## src/rtl/seven_seg_scan_driver.sv

```systemverilog
// ---------------------------------------------------------------------------
// seven_seg_scan_driver
//
// Purpose:
//   Takes two 7-bit binary display values (e.g. hours/minutes), converts each
//   one to two BCD digits with an iterative shift-add-3 (double dabble)
//   sequencer, and time-multiplexes four common-anode 7-segment digits.
//   Each digit pair can be blinked independently for set mode. Values above
//   99 are shown as "--" on their pair.
//
// Parameters:
//   SCAN_DIV   clock cycles each digit stays lit
//   BLINK_DIV  clock cycles per blink half-period
//
// Optional build macro:
//   LEADING_ZERO_BLANK_EN  when defined, a left tens digit of 0 (not
//                          overrange) is blanked (its anode stays dark).
//
// Ports:
//   clk          system clock
//   rst          asynchronous active-low reset
//   left_value   binary value for the left digit pair (0..127)
//   right_value  binary value for the right digit pair (0..127)
//   blink_left   blank the left pair during the blink-off phase
//   blink_right  blank the right pair during the blink-off phase
//   dots         lights the decimal point of digit 2
//   seg          segments g..a, active-low (seg[0] = a)
//   dp           decimal point, active-low
//   an           digit anodes, active-low one-hot
//                (an[3] left tens, an[2] left units, an[1] right tens,
//                 an[0] right units)
//   conv_done    one-cycle pulse when new BCD digits are committed
// ---------------------------------------------------------------------------
module seven_seg_scan_driver #(
    parameter int SCAN_DIV  = 4,
    parameter int BLINK_DIV = 16
) (
    input  logic       clk,
    input  logic       rst,
    input  logic [6:0] left_value,
    input  logic [6:0] right_value,
    input  logic       blink_left,
    input  logic       blink_right,
    input  logic       dots,
    output logic [6:0] seg,
    output logic       dp,
    output logic [3:0] an,
    output logic       conv_done
);

    localparam int SCAN_W  = (SCAN_DIV  > 1) ? $clog2(SCAN_DIV)  : 1;
    localparam int BLINK_W = (BLINK_DIV > 1) ? $clog2(BLINK_DIV) : 1;
    localparam logic [SCAN_W-1:0]  SCAN_MAX  = SCAN_W'(SCAN_DIV - 1);
    localparam logic [SCAN_W-1:0]  SCAN_ONE  = SCAN_W'(1);
    localparam logic [BLINK_W-1:0] BLINK_MAX = BLINK_W'(BLINK_DIV - 1);
    localparam logic [BLINK_W-1:0] BLINK_ONE = BLINK_W'(1);

    typedef enum logic [1:0] {
        ST_IDLE   = 2'd0,
        ST_LOAD   = 2'd1,
        ST_SHIFT  = 2'd2,
        ST_COMMIT = 2'd3
    } state_t;

    // One double-dabble iteration on {tens, units, binary}: correct each
    // nibble first, then shift the whole register so the shift sees the
    // corrected nibbles.
    function automatic logic [14:0] dd_step(input logic [14:0] v);
        logic [3:0] t;
        logic [3:0] u;
        t = v[14:11];
        u = v[10:7];
        if (t >= 4'd5) begin
            t = t + 4'd3;
        end else begin
            t = t;
        end
        if (u >= 4'd5) begin
            u = u + 4'd3;
        end else begin
            u = u;
        end
        return {t[2:0], u, v[6:0], 1'b0};
    endfunction

    // Active-low segment pattern for a BCD digit; non-decimal codes go dark.
    function automatic logic [6:0] seg_of(input logic [3:0] d);
        logic [6:0] s;
        case (d)
            4'd0:    s = 7'h40;
            4'd1:    s = 7'h79;
            4'd2:    s = 7'h24;
            4'd3:    s = 7'h30;
            4'd4:    s = 7'h19;
            4'd5:    s = 7'h12;
            4'd6:    s = 7'h02;
            4'd7:    s = 7'h78;
            4'd8:    s = 7'h00;
            4'd9:    s = 7'h10;
            default: s = 7'h7F;
        endcase
        return s;
    endfunction

    state_t             state_r;
    state_t             state_s;
    logic [6:0]         left_cap_r;
    logic [6:0]         right_cap_r;
    logic [14:0]        left_sh_r;
    logic [14:0]        right_sh_r;
    logic [2:0]         iter_r;
    logic [3:0]         left_tens_r;
    logic [3:0]         left_units_r;
    logic [3:0]         right_tens_r;
    logic [3:0]         right_units_r;
    logic               left_over_r;
    logic               right_over_r;
    logic               conv_done_r;
    logic               diff_s;

    logic [SCAN_W-1:0]  scan_cnt_r;
    logic [1:0]         scan_idx_r;
    logic [BLINK_W-1:0] blink_cnt_r;
    logic               blink_off_r;

    logic [3:0]         digit_s;
    logic               over_s;
    logic               side_blink_s;
    logic               lz_dark_s;
    logic               dark_s;
    logic [6:0]         seg_s;
    logic [3:0]         an_s;
    logic               dp_s;
    logic [6:0]         seg_r;
    logic [3:0]         an_r;
    logic               dp_r;

    // Compare live inputs against the captured pair, so a value that changed
    // mid-conversion is picked up as soon as the FSM is idle again.
    assign diff_s = (left_value != left_cap_r) || (right_value != right_cap_r);

    // Conversion FSM state register.
    always_ff @(posedge clk or negedge rst) begin
        if (!rst) begin
            state_r <= ST_IDLE;
        end else begin
            state_r <= state_s;
        end
    end

    // Conversion FSM next-state logic.
    always_comb begin
        state_s = state_r;
        case (state_r)
            ST_IDLE: begin
                if (diff_s) begin
                    state_s = ST_LOAD;
                end else begin
                    state_s = ST_IDLE;
                end
            end
            ST_LOAD: begin
                state_s = ST_SHIFT;
            end
            ST_SHIFT: begin
                if (iter_r == 3'd6) begin
                    state_s = ST_COMMIT;
                end else begin
                    state_s = ST_SHIFT;
                end
            end
            ST_COMMIT: begin
                state_s = ST_IDLE;
            end
            default: begin
                state_s = ST_IDLE;
            end
        endcase
    end

    // Conversion datapath: capture, shift registers, committed digits.
    always_ff @(posedge clk or negedge rst) begin
        if (!rst) begin
            left_cap_r    <= 7'd0;
            right_cap_r   <= 7'd0;
            left_sh_r     <= 15'd0;
            right_sh_r    <= 15'd0;
            iter_r        <= 3'd0;
            left_tens_r   <= 4'd0;
            left_units_r  <= 4'd0;
            right_tens_r  <= 4'd0;
            right_units_r <= 4'd0;
            left_over_r   <= 1'b0;
            right_over_r  <= 1'b0;
            conv_done_r   <= 1'b0;
        end else begin
            conv_done_r <= 1'b0;
            case (state_r)
                ST_IDLE: begin
                    if (diff_s) begin
                        left_cap_r  <= left_value;
                        right_cap_r <= right_value;
                    end else begin
                        left_cap_r  <= left_cap_r;
                        right_cap_r <= right_cap_r;
                    end
                end
                ST_LOAD: begin
                    left_sh_r  <= {8'd0, left_cap_r};
                    right_sh_r <= {8'd0, right_cap_r};
                    iter_r     <= 3'd0;
                end
                ST_SHIFT: begin
                    left_sh_r  <= dd_step(left_sh_r);
                    right_sh_r <= dd_step(right_sh_r);
                    iter_r     <= iter_r + 3'd1;
                end
                ST_COMMIT: begin
                    left_tens_r   <= left_sh_r[14:11];
                    left_units_r  <= left_sh_r[10:7];
                    right_tens_r  <= right_sh_r[14:11];
                    right_units_r <= right_sh_r[10:7];
                    left_over_r   <= (left_cap_r  > 7'd99);
                    right_over_r  <= (right_cap_r > 7'd99);
                    conv_done_r   <= 1'b1;
                end
                default: begin
                    conv_done_r <= 1'b0;
                end
            endcase
        end
    end

    // Scan divider and digit index.
    always_ff @(posedge clk or negedge rst) begin
        if (!rst) begin
            scan_cnt_r <= {SCAN_W{1'b0}};
            scan_idx_r <= 2'd0;
        end else if (scan_cnt_r == SCAN_MAX) begin
            scan_cnt_r <= {SCAN_W{1'b0}};
            scan_idx_r <= scan_idx_r + 2'd1;
        end else begin
            scan_cnt_r <= scan_cnt_r + SCAN_ONE;
            scan_idx_r <= scan_idx_r;
        end
    end

    // Blink divider and phase (phase starts visible).
    always_ff @(posedge clk or negedge rst) begin
        if (!rst) begin
            blink_cnt_r <= {BLINK_W{1'b0}};
            blink_off_r <= 1'b0;
        end else if (blink_cnt_r == BLINK_MAX) begin
            blink_cnt_r <= {BLINK_W{1'b0}};
            blink_off_r <= ~blink_off_r;
        end else begin
            blink_cnt_r <= blink_cnt_r + BLINK_ONE;
            blink_off_r <= blink_off_r;
        end
    end

    // Select the digit for the current slot and build the next outputs.
    always_comb begin
        digit_s      = 4'd0;
        over_s       = 1'b0;
        side_blink_s = 1'b0;
        case (scan_idx_r)
            2'd0: begin
                digit_s      = right_units_r;
                over_s       = right_over_r;
                side_blink_s = blink_right;
            end
            2'd1: begin
                digit_s      = right_tens_r;
                over_s       = right_over_r;
                side_blink_s = blink_right;
            end
            2'd2: begin
                digit_s      = left_units_r;
                over_s       = left_over_r;
                side_blink_s = blink_left;
            end
            2'd3: begin
                digit_s      = left_tens_r;
                over_s       = left_over_r;
                side_blink_s = blink_left;
            end
            default: begin
                digit_s      = 4'd0;
                over_s       = 1'b0;
                side_blink_s = 1'b0;
            end
        endcase

`ifdef LEADING_ZERO_BLANK_EN
        lz_dark_s = (scan_idx_r == 2'd3) && (left_tens_r == 4'd0) && !left_over_r;
`else
        lz_dark_s = 1'b0;
`endif

        dark_s = (blink_off_r && side_blink_s) || lz_dark_s;

        if (dark_s) begin
            seg_s = 7'h7F;
            an_s  = 4'hF;
        end else if (over_s) begin
            seg_s = 7'h3F;
            an_s  = ~(4'b0001 << scan_idx_r);
        end else begin
            seg_s = seg_of(digit_s);
            an_s  = ~(4'b0001 << scan_idx_r);
        end

        dp_s = ~((scan_idx_r == 2'd2) && dots);
    end

    // Registered display outputs (one clock behind the scan index).
    always_ff @(posedge clk or negedge rst) begin
        if (!rst) begin
            seg_r <= 7'h7F;
            an_r  <= 4'hF;
            dp_r  <= 1'b1;
        end else begin
            seg_r <= seg_s;
            an_r  <= an_s;
            dp_r  <= dp_s;
        end
    end

    assign seg       = seg_r;
    assign an        = an_r;
    assign dp        = dp_r;
    assign conv_done = conv_done_r;

endmodule

```

## config.mk

```make
export PLATFORM = sky130hd
export DESIGN_NAME = seven_seg_scan_driver
export DESIGN_NICKNAME = d
export VERILOG_FILES = /design/src/rtl/seven_seg_scan_driver.sv
export SDC_FILE = /design/constraint.sdc
export NUM_CORES = 1
export LEC_CHECK = 0
export BUFFER_PORTS_ARGS = -buffer_cell sky130_fd_sc_hd__buf_2
export CORE_ASPECT_RATIO = 0.7
export CORE_MARGIN = 2
export CORE_UTILIZATION = 50
export CTS_CLUSTER_SIZE = 40
export DETAILED_ROUTE_END_ITERATION = 10
export PLACE_DENSITY = 0.68
export SLEW_MARGIN = 5
export SYNTH_ARGS = -nofsm -noshare
export SYNTH_HDL_FRONTEND = slang
export SYNTH_SLANG_ARGS = --single-unit
export TNS_END_PERCENT = 50
```

## constraint.sdc

```tcl
create_clock -name clk -period 3.1 [get_ports clk]
set_clock_uncertainty 0.2 [all_clocks]
set_input_delay 0.62 -clock clk [delete_from_list [all_inputs] [get_ports clk]]
set_output_delay 0.62 -clock clk [all_outputs]
set_load 0.01 [all_outputs]
```

## Word level (Yosys, flattened, before mapping)

Memory sizes are Yosys's and may differ from the RTL's.
Cells that the tools add are included.

| storage, ports and cells | value |
|---|---|
| memories kept | 1 |
| bits in read-only memories | 112 |
| input bits | 19 |
| logic and storage cells | 78 |
| flip-flop bits (word level) | 89 |
| output and inout port bits | 13 |

| cells by class | value |
|---|---|
| add/subtract/negate cells | 8 |
| reduce and logical (&&, ||, !) cells | 9 |
| bitwise logic cells | 3 |
| shift operators | 1 |
| mux-type cells | 19 |
| equality and inequality tests | 11 |
| $lt $le $gt $ge | 6 |

Memory list:

| name | depth | width | read ports | clocked after Yosys merged registers in | write ports | line | text |
|---|---|---|---|---|---|---|---|
| (name not given) | 16 | 7 | 1 | 0 | 0 | 89 | `case (d)` |

Operators by type and width:

| cell | number |
|---|---|
| $pmux 15 s2 | 2 |
| $ge 4x3->1 const B | 4 |
| $mux 4 | 4 |
| $pmux 4 s4 | 1 |
| $gt 7x7->1 const B | 2 |
| $mux 7 | 2 |
| $ne 7x7->1 | 2 |
| $eq 2x2->1 const B | 5 |
| $add 4x2->4 const B | 2 |
| $pmux 2 s4 | 1 |
| $add 3x2->3 const B | 2 |
| $mux 3 | 2 |
| $pmux 3 s2 | 1 |
| $add 2x1->2 const B | 2 |
| $add 4x1->4 const B | 1 |
| $eq 2x1->1 const B | 2 |
| $eq 4x4->1 const B | 1 |
| $logic_not 2->1 | 2 |
| $not 4->4 | 1 |
| $pmux 1 s2 | 2 |
| $reduce_or 2->1 | 2 |
| $shl 1x2->4 const A | 1 |
| $add 3x1->3 const B | 1 |
| $eq 3x3->1 const B | 1 |
| 7 further kinds | 11 |

## Logic depth before layout (Yosys ltp)

| depth | value |
|---|---|
| depth in word-level cells | 5 |
| mapped depth | 10 |
| mapped depth without buffers | 9 |

## Least setup slack after synthesis

Ideal clock, no wire load.

| timing | value |
|---|---|
| path type | register -> register |
| start | register scan_idx_r[0] |
| end | register seg_r[6], in the netlist seg[6] |
| path buffers | 1 |
| data required time | 2797 ps |
| cell stages (with the launch flop) | 11 |
| period minus slack after synthesis | 2274 ps |
| path slack | 826 ps |
| data arrival time | 1972 ps |
| library setup time | 103 ps |
| cells stage by stage | dfrtp_1 inv_1 ha_1 buf_2 a222oi_1 mux2_2 inv_1 ha_1 a211o_1 o2111ai_1 o211ai_1 |

| on the way | value |
|---|---|
| cells in the longest elaborated chain, start to end | 5 |
| elaborated cells between the ends (all ways) | 13 |
| those cells by class | 3 x eq/ne; 5 x mux; 4 x reduce/logical; 1 x memory |

Ends and longest elaborated chain:

| item | line | text |
|---|---|---|
| from (decl) | 122 | `logic [1:0] scan_idx_r;` |
| from (signal assigned) | 241 | `scan_idx_r <= scan_idx_r + 2'd1;` |
| from (signal assigned) | 244 | `scan_idx_r <= scan_idx_r;` |
| $eq 2x2->1, or another cell as far along | 267 | `case (scan_idx_r)` |
| $pmux 4 s4 / $reduce_or 2->1 (equally long branches) | - |  |
| $mem_v2 16x7 / $pmux 1 s2 (equally long branches) | - |  |
| $mux 7 / $logic_and 1x1->1 (equally long branches) | 306, 301 |  |
| $mux 7 (*) | 303 | `if (dark_s) begin` |
| named net seg_s[6] | 131 | `logic [6:0] seg_s;` |
| to (signal assigned) | 324 | `seg_r <= seg_s;` |
| to (decl) | 134 | `logic [6:0] seg_r;` |

The timed path passes the listed nets; every way through them passes the cells marked *.
A chain may end at the register's enable or synchronous reset.

## Final worst setup path

| timing | value |
|---|---|
| start | register scan_idx_r[0] |
| end | register seg_r[0], in the netlist seg[0] |

The elaborated chain is that of the path after synthesis.

==> flow_summary.ini <==
[run_status]
status = complete, no violations

[layout]
syn_to_final_growth_pct = 14.34
multi_input_area_um2 = 1877
fin_nets = 460
antenna_cells = 0
fillers = 697
drive_above_1_share_pct = 23.57
seq_area_um2 = 2242

[worst_setup_path]
critical_path_required_ns = 3.15
cp_max_fo = 11
critPathSlowestCell = a21oi_1
worst_setup_path_start_kind = flip-flop
critical_path_class = flip-flop to flip-flop
path_delay_family = compound AO/OA/AOI/OAI gates
worstSetupEndpointType = flip-flop
crit_chain = inv_1 -> ha_1 -> a222oi_1 -> a21oi_1 -> mux2_2 -> a2bb2oi_1
crit_arrival_ns = 2.67
path_buf_inv = 1
slowest_delay_ns = 0.68

[floorplanning]
die_area_um2 = 9426
rows = 28
start_util_pct = 51.24
core_um2 = 8443
ioPinCount = 32
die_x_um = 115.2
die_h_um = 81.83

[sta]
min_period_over_period_pct = 84.56
slew_headroom_pct = 35.78
tightest_slew_ns = 0.9633
worst_slack_ns = 0.4787
maxSlewViolCount = 0
final-hold-violation-count = 0
rsz0062_at_grt = no
fmax_mhz = 381.5
setup_viol = 0
period_needed_ns = 2.621
tns_ns = 0

[placed_design]
place_ws_ns = 0.5102
place.gp.congestion = 0.8705
numPortBuffers = 31
dp_hpwl_um = 5564

[clock_tree]
post_cts_buffers = 0
cts_hold_buffers = 0
cts_sinks = 89
path_clk_slew_ns = 0.06
cts_resized = 0
root_buffer = clkbuf_16
insertion_delay_ns = 0.34
cts_buffers = 9
clockBufferDepth = 2
cts_tree = done
cts.htree.levels = 3

[grt]
overflow = 0
grt_pass1_vias = 2786
antenna_found_initial = 0
grt_pass1_wl_um = 13910
grt_max_degree = 48
grtUsageTotal_pct = 19.23

[route]
viasPerCell = 5.257
drc_errors = 0
drt_pass1_iterations = 4
num_vias = 2839
ant_nets = 0
first_iter_violations = 124
finalWirelength_um = 7965
avgRoutedWirePerCell_um = 14.75

[power]
p_leak_nw = 2.186
peakVddDrop_mv = 0.5499
powerDensity_nw_per_um2 = 927.2

[logic_synthesis]
ys_ff_latch = 89
syn-num-nets = 427
synth-seq-area-share_pct = 51.82
syn_avg_cell_area_um2 = 11.33
yosysUniqueCellTypes = 40
synth_top_area_share_pct = 44.53
ys.flop_type = dfrtp_1
synth_edf_count = 0
yosysTopAreaCell = dfrtp_1
async_reset_ff_share_pct = 100.0
yosys_warnings = 0
synth_area_leaders = dfrtp_1 45%, mux2_2 8.6%, ha_1 7.5%
synth_cells = 382
syn-cell-area_um2 = 4327

[min_path]
worstHoldPathType = input pin to async pin

[job]
cap_violations = 0
## final timing paths
kind,startpoint,to,slack [ns],cells past startpoint
worst min register to register,scan_cnt_r[0],scan_cnt_r[0],0.23,1
worst max-delay path,scan_idx_r[0],seg[0],0.48,6
worst max register to register,scan_idx_r[0],seg[0],0.48,6
min in group clk,dots,dp,0.21,2
worst min-delay path,rst,conv_done,0.08,1
max in group asynchronous,rst,left_cap_r[3],1.97,2
## stage by stage
step | util, % | instances | hold slack (ns) | total power, mW | instance area, um^2
after floorplan | - | 382 | 0.1244 | 3.039 | 4327
final | 58.60 | 540 | 0.08189 | 4.587 | 4947
after CTS | 58.60 | 540 | 0.09002 | 4.635 | 4947
after global placement | 54.76 | 524 | 0.2143 | 3.401 | 4623
after detailed placement | 54.76 | 524 | 0.2231 | 3.467 | 4623
after global routing | 58.60 | 540 | 0.1220 | 4.940 | 4947
## report_power, final
group	internal, mW	switching, mW
registers	1.54	0.243
clock network	0.698	0.448
logic	0.738	0.919
total	2.98	1.61
## registers in the layout, indices dropped and copies added (netlist names), 7 cells and up
name / count
right_cap_r: 7
seg: 7
left_sh_r: 15
right_sh_r: 15
left_cap_r: 7
## cell usage after synthesis (3+ instances only)
| cell type | n |
|---|---|
| a21oi_1 | 19 |
| dfrtp_1 | 77 |
| clkbuf_1 | 10 |
| mux2_2 | 33 |
| nor3_1 | 6 |
| nand2b_1 | 4 |
| nand3_1 | 8 |
| nand4_1 | 5 |
| o211ai_1 | 3 |
| a222oi_1 | 4 |
| nand2_1 | 13 |
| nand3b_1 | 4 |
| o22ai_1 | 8 |
| mux2i_1 | 16 |
| xnor2_1 | 21 |
| inv_1 | 36 |
| o21ai_1 | 4 |
| buf_2 | 4 |
| nor2_1 | 15 |
| and3_1 | 4 |
| o21ai_0 | 28 |
| dfstp_2 | 12 |
| ha_1 | 26 |
## layout make-up
type,instances,share of cell area (%)
Clock inverter,5,1.214
Timing Repair Buffer,37,4.350
Inverter,37,2.807
Sequential cell,89,45.32
Multi-Input combinational cell,241,37.94
Clock buffer,11,5.336
Tap cell,120,3.035
## layer usage
layer  vias up  part of all wire (%)  GRT usage [%]  wire length [um]
met5         -                     0              0                 0
met4         0                  0.49          6.265                39
met3         5                   3.6          4.945               289
met2        38                    43          28.53              3461
met1      1400                    52          27.73              4173
li1       1396                     -              -                 -
## cell usage in the layout (no fill, tap or decap), types with 2 or more instances in the layout
cell type,instances
a222oi_1,4
o22ai_1,8
xnor2_1,21
ha_1,26
nand3_1,8
nor2_1,15
xor2_1,2
a211o_1,2
o21a_1,2
nand2b_1,4
nand3b_1,4
or3_1,2
mux2_2,33
buf_4,6
o21ai_1,4
o32ai_1,2
inv_1,36
a21oi_1,19
dfstp_2,12
clkbuf_16,10
nor3_1,6
and3_1,4
o21ai_0,28
dfrtp_1,77
nand2_1,13
o211ai_1,3
nand4_1,5
mux2i_1,16
buf_2,30
## logic make-up after synthesis
logic type	after synthesis	share of synthesized area (%)
compound gates	78	11.28
simple gates	64	7.374
flops	89	51.82
fa+ha+maj	26	7.519
mux	50	12.55
buf+inv	52	4.800
xor+xnor	23	4.656
## worst register-to-register path: stages (launching register included)
cell	delay, ns
dfrtp_1	0.42
inv_1	0.12
ha_1	0.37
a222oi_1	0.19
a21oi_1	0.68
mux2_2	0.41
a2bb2oi_1	0.14
No activity file was read; power rests on OpenSTA's default activity.
